--- src/rtl/jpeg_zigzag_pkg.sv ---
// Shared JPEG zig-zag definitions: scan-order tables, block size, coefficient type.
// Used by the serializer, the run-length stage and any inverse-zig-zag model.
// ZZ_ROW/ZZ_COL map zig-zag index 0..63 to (row, col) of an 8x8 block.
package jpeg_zigzag_pkg;

  localparam int COEF_W    = 11;
  localparam int BLK_COEFS = 64;

  typedef logic signed [COEF_W-1:0] coef_t;

  localparam logic [2:0] ZZ_ROW [0:63] = '{
    3'd0, 3'd0, 3'd1, 3'd2, 3'd1, 3'd0, 3'd0, 3'd1, 3'd2, 3'd3,
    3'd4, 3'd3, 3'd2, 3'd1, 3'd0, 3'd0, 3'd1, 3'd2, 3'd3, 3'd4,
    3'd5, 3'd6, 3'd5, 3'd4, 3'd3, 3'd2, 3'd1, 3'd0, 3'd0, 3'd1,
    3'd2, 3'd3, 3'd4, 3'd5, 3'd6, 3'd7, 3'd7, 3'd6, 3'd5, 3'd4,
    3'd3, 3'd2, 3'd1, 3'd2, 3'd3, 3'd4, 3'd5, 3'd6, 3'd7, 3'd7,
    3'd6, 3'd5, 3'd4, 3'd3, 3'd4, 3'd5, 3'd6, 3'd7, 3'd7, 3'd6,
    3'd5, 3'd6, 3'd7, 3'd7
  };

  localparam logic [2:0] ZZ_COL [0:63] = '{
    3'd0, 3'd1, 3'd0, 3'd0, 3'd1, 3'd2, 3'd3, 3'd2, 3'd1, 3'd0,
    3'd0, 3'd1, 3'd2, 3'd3, 3'd4, 3'd5, 3'd4, 3'd3, 3'd2, 3'd1,
    3'd0, 3'd0, 3'd1, 3'd2, 3'd3, 3'd4, 3'd5, 3'd6, 3'd7, 3'd6,
    3'd5, 3'd4, 3'd3, 3'd2, 3'd1, 3'd0, 3'd1, 3'd2, 3'd3, 3'd4,
    3'd5, 3'd6, 3'd7, 3'd7, 3'd6, 3'd5, 3'd4, 3'd3, 3'd2, 3'd3,
    3'd4, 3'd5, 3'd6, 3'd7, 3'd7, 3'd6, 3'd5, 3'd4, 3'd5, 3'd6,
    3'd7, 3'd7, 3'd6, 3'd7
  };

endpackage

--- src/rtl/zz_block_buffer.sv ---
// Two-slot ping-pong store for 8x8 coefficient blocks with write/read pointers and fill count.
// Latency: a block written at edge N is readable the cycle after; read port is combinational off registers.
// Backpressure: none internally; the owner must only assert wr_en while count < NUM_SLOTS.
// Ports: clk/rst (sync, active-high); wr_en/wr_block capture a block into slot[wr_ptr];
//        rd_adv retires slot[rd_ptr]; rd_row/rd_col select a coefficient; count = blocks held.
module zz_block_buffer #(
  parameter int DATA_W    = 11,
  parameter int NUM_SLOTS = 2
) (
  input  logic                            clk,
  input  logic                            rst,
  input  logic                            wr_en,
  input  logic [0:7][0:7][DATA_W-1:0]     wr_block,
  input  logic                            rd_adv,
  input  logic [2:0]                      rd_row,
  input  logic [2:0]                      rd_col,
  output logic [DATA_W-1:0]               rd_data,
  output logic [1:0]                      count
);

  logic [0:7][0:7][DATA_W-1:0] slot [0:NUM_SLOTS-1];
  logic                        wr_ptr;
  logic                        rd_ptr;

  // Slot contents carry no reset; count alone decides what is meaningful.
  always_ff @(posedge clk) begin
    if (wr_en) begin
      slot[wr_ptr] <= wr_block;
    end
  end

  always_ff @(posedge clk) begin
    if (rst) begin
      wr_ptr <= 1'b0;
      rd_ptr <= 1'b0;
      count  <= 2'd0;
    end else begin
      if (wr_en)  wr_ptr <= ~wr_ptr;
      if (rd_adv) rd_ptr <= ~rd_ptr;
      // Capture and retire in the same cycle cancel out in the count.
      case ({wr_en, rd_adv})
        2'b10:   count <= count + 2'd1;
        2'b01:   count <= count - 2'd1;
        default: count <= count;
      endcase
    end
  end

  assign rd_data = slot[rd_ptr][rd_row][rd_col];

endmodule

--- src/rtl/zigzag_serializer.sv ---
// Buffers quantized 8x8 blocks (two slots) and streams them out one coefficient per beat in zig-zag order.
// Latency: idx 0 of a block captured at edge N is presented the next cycle when idle, else right after the current block.
// Backpressure: out_ready stalls the stream; the input cannot be stalled, so a block arriving with both slots full is dropped and overflow sticks.
// Ports: clk/rst (sync, active-high); in_valid/in_block/in_ready block input; out_data/out_idx/out_valid/
//        out_ready/out_first/out_last coefficient stream; overflow sticky drop flag.
module zigzag_serializer
  import jpeg_zigzag_pkg::*;
#(
  parameter int DATA_W    = 11,
  parameter int NUM_SLOTS = 2
) (
  input  logic                         clk,
  input  logic                         rst,
  input  logic                         in_valid,
  input  logic [0:7][0:7][DATA_W-1:0]  in_block,
  output logic                         in_ready,
  output logic signed [DATA_W-1:0]     out_data,
  output logic [5:0]                   out_idx,
  output logic                         out_valid,
  input  logic                         out_ready,
  output logic                         out_first,
  output logic                         out_last,
  output logic                         overflow
);

  logic [5:0]        idx;
  logic [1:0]        count;
  logic [DATA_W-1:0] rd_data;
  logic [2:0]        rd_row;
  logic [2:0]        rd_col;
  logic              capture;
  logic              beat;
  logic              retire;

  assign in_ready  = (count < 2'(NUM_SLOTS));
  assign out_valid = (count != 2'd0);
  assign capture   = in_valid && in_ready;
  assign beat      = out_valid && out_ready;
  assign retire    = beat && (idx == 6'(BLK_COEFS - 1));

  assign rd_row = ZZ_ROW[idx];
  assign rd_col = ZZ_COL[idx];

  zz_block_buffer #(
    .DATA_W    (DATA_W),
    .NUM_SLOTS (NUM_SLOTS)
  ) u_buf (
    .clk      (clk),
    .rst      (rst),
    .wr_en    (capture),
    .wr_block (in_block),
    .rd_adv   (retire),
    .rd_row   (rd_row),
    .rd_col   (rd_col),
    .rd_data  (rd_data),
    .count    (count)
  );

  // idx wraps 63 -> 0 on its own, which lines up with the slot retire.
  always_ff @(posedge clk) begin
    if (rst) begin
      idx      <= 6'd0;
      overflow <= 1'b0;
    end else begin
      if (beat) idx <= idx + 6'd1;
      if (in_valid && !in_ready) overflow <= 1'b1;
    end
  end

  // Force data to zero when idle so uninitialised slots never show on the bus.
  assign out_data  = out_valid ? signed'(rd_data) : '0;
  assign out_idx   = idx;
  assign out_first = out_valid && (idx == 6'd0);
  assign out_last  = out_valid && (idx == 6'(BLK_COEFS - 1));

endmodule

--- config.mk ---
export PLATFORM = sky130hd
export DESIGN_NAME = zigzag_serializer
export DESIGN_NICKNAME = d
export VERILOG_FILES = /design/src/rtl/jpeg_zigzag_pkg.sv /design/src/rtl/zz_block_buffer.sv /design/src/rtl/zigzag_serializer.sv
export SDC_FILE = /design/constraint.sdc
export NUM_CORES = 1
export LEC_CHECK = 0
export BUFFER_PORTS_ARGS = -buffer_cell sky130_fd_sc_hd__buf_4
export CORE_MARGIN = 3
export CORE_UTILIZATION = 57
export DETAILED_ROUTE_END_ITERATION = 7
export GPL_ROUTABILITY_DRIVEN = 0
export PLACE_DENSITY = 0.82
export SETUP_SLACK_MARGIN = 0.15
export SYNTH_ARGS = -nofsm -noshare
export SYNTH_HDL_FRONTEND = slang
export SYNTH_HIERARCHICAL = 1
export SYNTH_SLANG_ARGS = --single-unit
--- constraint.sdc ---
create_clock -name clk -period 43.2 [get_ports clk]
set_clock_uncertainty 0.1 [all_clocks]
set_input_delay 4.32 -clock clk [delete_from_list [all_inputs] [get_ports clk]]
set_output_delay 4.32 -clock clk [all_outputs]
set_load 0.05 [all_outputs]
; ---- Word-level counts from Yosys, hierarchy flattened
; Memories as Yosys holds them, arrays and structs flattened. A register that Yosys moved wholly into a read port is not among the register bits.
; Index checks and enable logic that the tools add are counted.
[word_totals]
memories = 3
romBits = 384
mem_bits_rw = 1408
regBits = 11
[op_classes]
add_sub_neg = 3
eq_ne = 3
n_mux = 16
reduce_logical = 10
bitwise_logic = 5
order_cmp = 4
[mem_list]
columns = memory, depth, width, rd, rd_clocked_by_memory_dff, wr, line_no
row1 = u_buf.slot, 2, 704, 1, 1, 1, zz_block_buffer.sv:21  ; logic [0:7][0:7][DATA_W-1:0] slot [0:NUM_SLOTS-1];
row2 = (no name shown), 64, 3, 1, 0, 0, zigzag_serializer.sv:42  ; assign rd_col = ZZ_COL[idx];
row3 = (no name shown), 64, 3, 1, 0, 0, zigzag_serializer.sv:41  ; assign rd_row = ZZ_ROW[idx];
[ops]
columns = op, n
row1 = binary-select mux 88 bit (select 3 bit), 1
row2 = 2-to-1 mux 88 bit, 2
row3 = binary-select mux 11 bit (select 3 bit), 1
row4 = 2-to-1 mux 11 bit, 3
row5 = 2-to-1 mux 3 bit, 4
row6 = "greater-or-equal comparator 4 bit, second input constant", 2
row7 = NOT 3 -> 4 bit, 2
row8 = "greater-or-equal comparator 7 bit, second input constant", 1
row9 = NOT 6 -> 7 bit, 1
row10 = "adder 6 x 1 -> 6 bit, second input constant", 1
row11 = "equality test 6 bit, second input constant", 1
row12 = logical AND 1 bit, 6
row13 = logical NOT 6 bit, 1
row14 = 2-to-1 mux 1 bit, 4
row15 = case mux 2 bit (2 select lines), 1
row16 = nonzero test 2 bit, 2
row17 = "adder 2 x 1 -> 2 bit, second input constant", 1
row18 = "equality test 2 x 1 -> 1 bit, second input constant", 1
row19 = "equality test 2 bit, second input constant", 1
row20 = "< comparator 2 bit, second input constant", 1
row21 = NOT 1 bit, 2
row22 = "subtractor 2 x 1 -> 2 bit, second input constant", 1
row23 = logical NOT 1 bit, 1

; ---- Depth between registers and ports, before layout
; Gate-level depths: netlist (run 1).
[depth]
ltp_word = 12
ltp_mapped = 14
ltp_nobuf = 11

; ---- Hierarchy
; Netlist (run 1), hierarchy kept.
[modules_own_cells]
columns = mod, cells_per_inst, area_per_inst_um2, seq_area_each_um2, instances
row1 = zz_block_buffer, 2004, 53448.8, 42380.6, 1
row2 = zigzag_serializer, 157, 1206.2, 140.1, 1

; ---- Worst setup path before layout (run 1)
; OpenSTA, ideal clock, no wires.
[synth_path]
path_kind = input to register
startpoint = input in_valid
endpoint = memory u_buf/slot[0][0] in the netlist's numbering, enable pin
path_slack_ns = 7.607
arrival_ns = 33.705
path_buffers = 0
stages = 3
path_cell_list = nor2b_1 -> inv_1 -> nor2_1
[synth_between]
elab_chain_len = 3
[synth_rtl]
columns = item, line_no
row1 = from (decl), zigzag_serializer.sv:14  ; input logic in_valid,
row2 = logical AND 1 bit, zigzag_serializer.sv:37  ; assign capture = in_valid && in_ready;
row3 = 2-to-1 mux 1 bit, zz_block_buffer.sv:27  ; if (wr_en) begin
row4 = 2-to-1 mux 1 bit (not written as such), zz_block_buffer.sv:28  ; slot[wr_ptr] <= wr_block;
row5 = to (decl), zz_block_buffer.sv:21
; No other way between the ends.

; ---- Final worst setup path (run 1)
[layout_path]
startpoint = register idx[2], in the netlist out_idx[2]
endpoint = output out_data[10]
[layout_between]
elab_chain_len = 12
word_cells_on_any_way = 16
[layout_rtl]
columns = item, line_no
row1 = from (decl), zigzag_serializer.sv:26  ; logic [5:0] idx;
row2 = from (signal assigned), zigzag_serializer.sv:65  ; if (beat) idx <= idx + 6'd1;
row3 = NOT 6 -> 7 bit (not written as such), zigzag_serializer.sv:41
row4 = memory read (64 x 3 bit), --
row5 = 2-to-1 mux 3 bit (not written as such) (2 in series), zigzag_serializer.sv:41
row6 = via rd_row[1], zigzag_serializer.sv:29  ; logic [2:0] rd_row;
row7 = NOT 3 -> 4 bit (not written as such), zz_block_buffer.sv:49  ; assign rd_data = slot[rd_ptr][rd_row][rd_col];
row8 = binary-select mux 88 bit (select 3 bit), zz_block_buffer.sv:49
row9 = 2-to-1 mux 88 bit (not written as such) (2 in series), zz_block_buffer.sv:49
row10 = binary-select mux 11 bit (select 3 bit), zz_block_buffer.sv:49
row11 = 2-to-1 mux 11 bit (not written as such) (2 in series), zz_block_buffer.sv:49
row12 = via rd_data[10], zigzag_serializer.sv:28  ; logic [DATA_W-1:0] rd_data;
row13 = 2-to-1 mux 11 bit, zigzag_serializer.sv:71  ; assign out_data = out_valid ? signed'(rd_data) : '0;
row14 = to (decl), zigzag_serializer.sv:17  ; output logic signed [DATA_W-1:0] out_data,
; The timed path passes the listed nets, and every way through them passes these cells. The select of a mux whose other input is x is not followed.

==> impl_metrics.env, run 1 <==
export IMPL_synthesis_yosys_warnings=6
export IMPL_async_flop_share_pct=0
export IMPL_syn_area_sq_um=54700
export IMPL_worst_pin_slew_ns=1.38
export IMPL_clock_sinks=1420
export IMPL_overflow=0
export IMPL_criticalPathCategory="reg2out"
export IMPL_timing_fmax_ghz=0.0817
export IMPL_grt_total_usage_pct=29.9
export IMPL_critPathMaxStageDelay_ns=0.94
export IMPL_fin_setup_tns_ns=0
export IMPL_critPathSlowestCell="mux4_4"
export IMPL_cp_startpoint="out_idx[2]$_SDFFE_PP0P_"
export IMPL_finalPower_uw=3150
export IMPL_wl_met1_microns=50000
export IMPL_core_area_sq_um=94200
export IMPL_drcViolationCount=0
export IMPL_critical_path_endpoint="out_data[10]"
export IMPL_final_hold_viol_count=0
export IMPL_status="complete, no violations"
export IMPL_synth_cell_types=48
export IMPL_synth_top_cell_area_share_pct=77.4
export IMPL_final_common_cell="edfxtp_1"
export IMPL_critPathBufInv=5
export IMPL_slew_limit_headroom_pct=7.97
export IMPL_htree_levels=4
export IMPL_post_cts_resized=0
export IMPL_clkSlewWorstSetupHoldPaths_ns=0.05
export IMPL_drive_gt1_share_pct=47.4
export IMPL_start_util_pct=58.0
export IMPL_synthFlopType="edfxtp_1"
export IMPL_cellLeakagePower_uw=0.0220
export IMPL_hold_class="reg2reg"
export IMPL_root_buffer="clkbuf_16"
export IMPL_cts_tree="yes"
export IMPL_cp_start_kind="flop"
export IMPL_r2r_slack_ns=38.50
export IMPL_die_x_microns=316
export IMPL_syn_nets=2885
export IMPL_grt_max_degree=187
export IMPL_hold_buffers=0
export IMPL_numCtsBuffers=143
export IMPL_clock_latency_ns=0.74
export IMPL_grt_pass1_wl_microns=208000
export IMPL_postSynthAreaPerCell_sq_um=25.3
export IMPL_worstRegToRegCells=6
export IMPL_end_kind="output port"
export IMPL_fin_crit_sh_pct=28.3
export IMPL_final_util_pct=70.4
export IMPL_cp_data_required_time_ns=38.78
export IMPL_io_pins=730
export IMPL_cp_num_cells=13
export IMPL_mostFrequentLayoutCells="edfxtp_1, buf_4, mux4_2"
export IMPL_io_buffer_count=729
export IMPL_clockBufferDepth=3
export IMPL_wirelength_microns=148000
export IMPL_netlist_instances=2161
export IMPL_routed_wl_met2_microns=75000
export IMPL_wl_met3_microns=15200
export IMPL_crit_arrival_ns=7.82
export IMPL_drt_iter0_drc=3606
export IMPL_path_cells="inv_2, ha_1, inv_1, o21ai_0, mux4_4, buf_12, buf_12, mux4_2, mux4_2, mux4_2, mux2_2, nor2b_1, buf_4"
export IMPL_rr_startpoint="u_buf/count[1]$_SDFFE_PP0P_"
export IMPL_crit_family="multiplexers"
export IMPL_cts_setup_buffers=0
export IMPL_maxCapViolations=0
export IMPL_period_needed_ns=12.24
export IMPL_antenna_found_initial=81
export IMPL_synth_edf_count=1408
export IMPL_rows=112
export IMPL_vias=27878
export IMPL_rsz0062_at_grt="false"
export IMPL_syn_to_final_growth_pct=21.4
export IMPL_synthTopCellsByArea="edfxtp_1, mux4_2, dfxtp_1, clkbuf_1, ha_1"
export IMPL_ant_nets=0
export IMPL_ir_drop_mv=0.0383
export IMPL_avgRoutedWirePerCell_microns=33.7
export IMPL_synth_top_cell_by_area="edfxtp_1"
export IMPL_pwr_density_cell_nw_per_um2=47.5
export IMPL_dp_hpwl_microns=99000
export IMPL_via_per_inst=6.36
export IMPL_dieHeight_microns=316
export IMPL_r2r_end="u_buf/slot[0][655]$_DFFE_PP_"
export IMPL_drt_first_pass_iters=7
export IMPL_crit_fanout=154
export IMPL_top_layer="met5"
export IMPL_drv_slew=0
export IMPL_ys_ff_latch=1420
export IMPL_yosysSeqAreaShare_pct=77.8
export IMPL_setup_viol=0
export IMPL_grt_pass1_vias=29549
export IMPL_finalNetCount=3676
export IMPL_cp_common_cell="mux4_2"
export IMPL_dieArea_sq_um=99600
metrics by stage:
stage          hold WS [ns]  cell area, sq um  instances  setup slack, ns
6_report              0.417             66300       4386            30.96
5_1_grt               0.457             66300       4369            30.82
4_1_cts               0.421             66200       4317            31.20
3_5_place_dp          0.404             61500       4061            31.97
3_3_place_gp          0.360             61500       4061            32.15
2_1_floorplan         0.381             54700       2161             7.61
power by group:
group	internal [uW]	switching (uW)
clock network	716	511
logic	111	144
registers	1640	29.5
worst min-delay path by stage:
stage / start / to / slack [ns] / cells after the start
final: u_buf/rd_ptr$_SDFFE_PP0P_ / flop / 0.42 / 2
after global routing: u_buf/rd_ptr$_SDFFE_PP0P_ / flop / 0.46 / 2
after CTS: u_buf/rd_ptr$_SDFFE_PP0P_ / flop / 0.42 / 2
after detailed placement: u_buf/rd_ptr$_SDFFE_PP0P_ / flop / 0.40 / 2
after global placement: overflow$_SDFFE_PP0P_ / overflow$_SDFFE_PP0P_ / 0.36 / 2
after floorplan: u_buf/rd_ptr$_SDFFE_PP0P_ / flop / 0.38 / 2
area by class of cell:
cell class | count | area, sq um
well taps | 1254 | 1570
flip-flops and latches | 1420 | 42500
fillers | 5380 | 27800
diodes | 69 | 173
multi-input cells | 615 | 11600
inverters | 13 | 48.8
repair buffers | 759 | 5760
clock inverters | 91 | 933
clock buffers | 165 | 3720
sequential cells by signal (all words and copies together), names as in the netlist, named ones only:
name          count
out_idx           6
overflow          1
u_buf/count       2
u_buf/rd_ptr      1
u_buf/slot     1408
u_buf/wr_ptr      1
Yosys cell counts, types with 3 or more instances:
cell type and count:
nor2_1 23, ha_1 16, buf_1 14, mux4_2 465, nor2b_1 15, a21oi_1 10, buf_6 8, inv_1 10
buf_2 32, xnor2_1 6, o22ai_1 3, mux2_2 12, o21ai_0 10, mux2i_1 5, edfxtp_1 1408, dfxtp_1 12
clkbuf_1 58, nand2_1 9, nand2b_1 6
tightest hold or removal path, delay by kind of cell (launching register included):
family / cells / cell delay, ns
AND/OR/NAND/NOR: 1 / 0.08
XOR/XNOR: 1 / 0.09
flip-flops: 1 / 0.32
routing by layer:
| layer | global-route usage (%) | vias to the layer above |
|---|---|---|
| met5 | 0 | - |
| met4 | 15.1 | 24 |
| met3 | 8.85 | 343 |
| met2 | 48.3 | 1809 |
| met1 | 37.2 | 14589 |
| li1 | - | 11113 |
logic make-up after synthesis:
family                   synth area share, %
AO/OA/AOI/OAI                          0.533
XOR/XNOR                               0.128
adder cells (fa/ha/maj)                0.366
buffers and inverters                   1.06
flip-flops                              77.8
multiplexers                            19.5
AND/OR/NAND/NOR                        0.618
(Power assumes the default switching activity.)
==> inputs of run 2 (changes only) <==
==> constraint.sdc (replaced) <==
create_clock -name clk -period 12.7 [get_ports clk]
set_clock_uncertainty 0.1 [all_clocks]
set_input_delay 1.27 -clock clk [delete_from_list [all_inputs] [get_ports clk]]
set_output_delay 1.27 -clock clk [all_outputs]
set_load 0.05 [all_outputs]
==> run 2 against run 1 <==
Effect of this change:
- critical endpoint is now out_data[6]
- sequential power rose to 3.4 times the previous value
- cell area shrank 0.26%
- largest power group unchanged
- die area stayed put
- critical path depth did not move
- combinational power rose to 3.4 times the previous value
- sequential share of layout area increased by 0.17 points
==> impl_metrics.env, run 2 (synthesis results as in run 1) <==
export IMPL_status="complete, no violations"
export IMPL_root_buffer="clkbuf_16"
export IMPL_cellLeakagePower_uw=0.0219
export IMPL_dieArea_sq_um=99600
export IMPL_final_common_cell="edfxtp_1"
export IMPL_end_kind="output port"
export IMPL_cp_start_kind="flop"
export IMPL_crit_arrival_ns=7.13
export IMPL_setup_ws_ns=4.20
export IMPL_io_pins=730
export IMPL_pre_cts_ws_ns=5.03
export IMPL_final_util_pct=70.3
export IMPL_vias=27835
export IMPL_drt_first_pass_iters=5
export IMPL_ff_latch_area_sq_um=42500
export IMPL_start_util_pct=58.0
export IMPL_final_area_sq_um=66200
export IMPL_clock_latency_ns=0.73
export IMPL_power_frac_clock_pct=38.2
export IMPL_clock_sinks=1420
export IMPL_period_needed_ns=8.50
export IMPL_cts_tree="yes"
export IMPL_grt_total_usage_pct=29.5
export IMPL_pwr_density_cell_nw_per_um2=160
export IMPL_wirelength_microns=147000
export IMPL_multi_input_area_sq_um=11600
export IMPL_cp_data_required_time_ns=11.33
export IMPL_setup_viol=0
export IMPL_ant_nets=0
export IMPL_numCtsBuffers=142
export IMPL_fin_setup_tns_ns=0
export IMPL_timing_fmax_ghz=0.118
export IMPL_use_met2_pct=47.9
export IMPL_crit_fanout=69
export IMPL_final_hold_viol_count=0
export IMPL_hold_buffers=0
export IMPL_hold_class="reg2reg"
export IMPL_criticalPathCategory="reg2out"
export IMPL_regMostFlops="u_buf/slot"
export IMPL_grt_pass1_wl_microns=205000
export IMPL_syn_to_final_growth_pct=21.1
export IMPL_clockBufferDepth=3
export IMPL_fillerInstances=5454
export IMPL_post_cts_resized=0
export IMPL_grt_pass1_vias=29452
export IMPL_rows=112
export IMPL_avgRoutedWirePerCell_microns=33.4
export IMPL_core_area_sq_um=94200
export IMPL_drv_slew=0
export IMPL_swShare_pct=21.6
export IMPL_io_buffer_count=729
export IMPL_antenna_found_initial=90
export IMPL_drt_iter0_drc=3581
export IMPL_placed_cell_area_sq_um=61500
export IMPL_dieHeight_microns=316
export IMPL_dp_hpwl_microns=97400
export IMPL_share_comb_of_total_power_pct=8.2
export IMPL_htree_levels=4
export IMPL_via_per_inst=6.35
export IMPL_maxCapViolations=0
export IMPL_p_seq_share_pct=53.7
export IMPL_finalPower_uw=10600
export IMPL_die_x_microns=316
export IMPL_finalNetCount=3674
export IMPL_met3_usage_pct=7.91
export IMPL_overflow=0
export IMPL_mostFrequentLayoutCells="edfxtp_1, buf_4, mux4_2"
export IMPL_clkSlewWorstSetupHoldPaths_ns=0.06
export IMPL_fin_crit_sh_pct=66.9
export IMPL_rsz0062_at_grt="false"
export IMPL_p_switching_uw=2290
export IMPL_largest_reg_flops=1408
export IMPL_slew_limit_headroom_pct=14.1
export IMPL_p_int_uw=8310
export IMPL_drive_gt1_share_pct=47.2
export IMPL_ir_drop_mv=0.142
export IMPL_drcViolationCount=0
export IMPL_grt_max_degree=182
export IMPL_top_usage_layer="met2"
export IMPL_cts_setup_buffers=0
export IMPL_worst_pin_slew_ns=1.29
export IMPL_use_met1_pct=36.8
## run 2: through the flow
step	hold slack [ns]	cells
6_report	0.405	4383
4_1_cts	0.398	4308
3_5_place_dp	0.370	4060
3_3_place_gp	0.349	4060
2_1_floorplan	0.381	2161
5_1_grt	0.454	4373
## run 2: metal layers
layer	up-vias	share of wire [%]
met3	369	9.8
met2	1826	51
met4	22	5.4
li1	11104	-
met1	14514	34
met5	-	0.10
## run 2: area by class of cell
type / count / share of cell area (%)
Timing Repair Buffer: 758 / 8.71
Clock inverter: 73 / 0.991
Multi-Input combinational cell: 615 / 17.5
Sequential cell: 1420 / 64.3
Antenna cell: 75 / 0.284
Tap cell: 1254 / 2.37
Inverter: 13 / 0.0738
Clock buffer: 175 / 5.75
## run 2: critical path: stages (launching register included)
cell and delay, ns:
dfxtp_1 0.58, inv_1 0.27, ha_1 0.49, inv_1 0.13, o211a_1 0.27, a21oi_1 0.16
mux4_4 0.95, buf_4 0.90, mux4_2 0.42, mux4_2 0.60, mux4_2 0.60, mux2_2 0.31
nor2b_1 0.23, buf_4 0.24
## run 2: path summary, 6_finish.rpt
kind	start	endpoint	slack, ns	cells after the start
setup / recovery	out_idx[0]$_SDFFE_PP0P_	out_data[6]	4.20	13
hold / removal	overflow$_SDFFE_PP0P_	overflow$_SDFFE_PP0P_	0.40	2
setup reg to reg	u_buf/count[1]$_SDFFE_PP0P_	u_buf/slot[0][5]$_DFFE_PP_	8.29	6
hold reg to reg	overflow$_SDFFE_PP0P_	overflow$_SDFFE_PP0P_	0.40	2
## run 2: power groups by stage
stage / registers [uW] / clock network [uW] / logic (uW)
after floorplan: 5870 / 0 / 418
after global placement: 5730 / 0 / 823
after detailed placement: 5770 / 0 / 854
after CTS: 5680 / 4100 / 864
after global routing: 5700 / 4280 / 906
final: 5690 / 4050 / 864
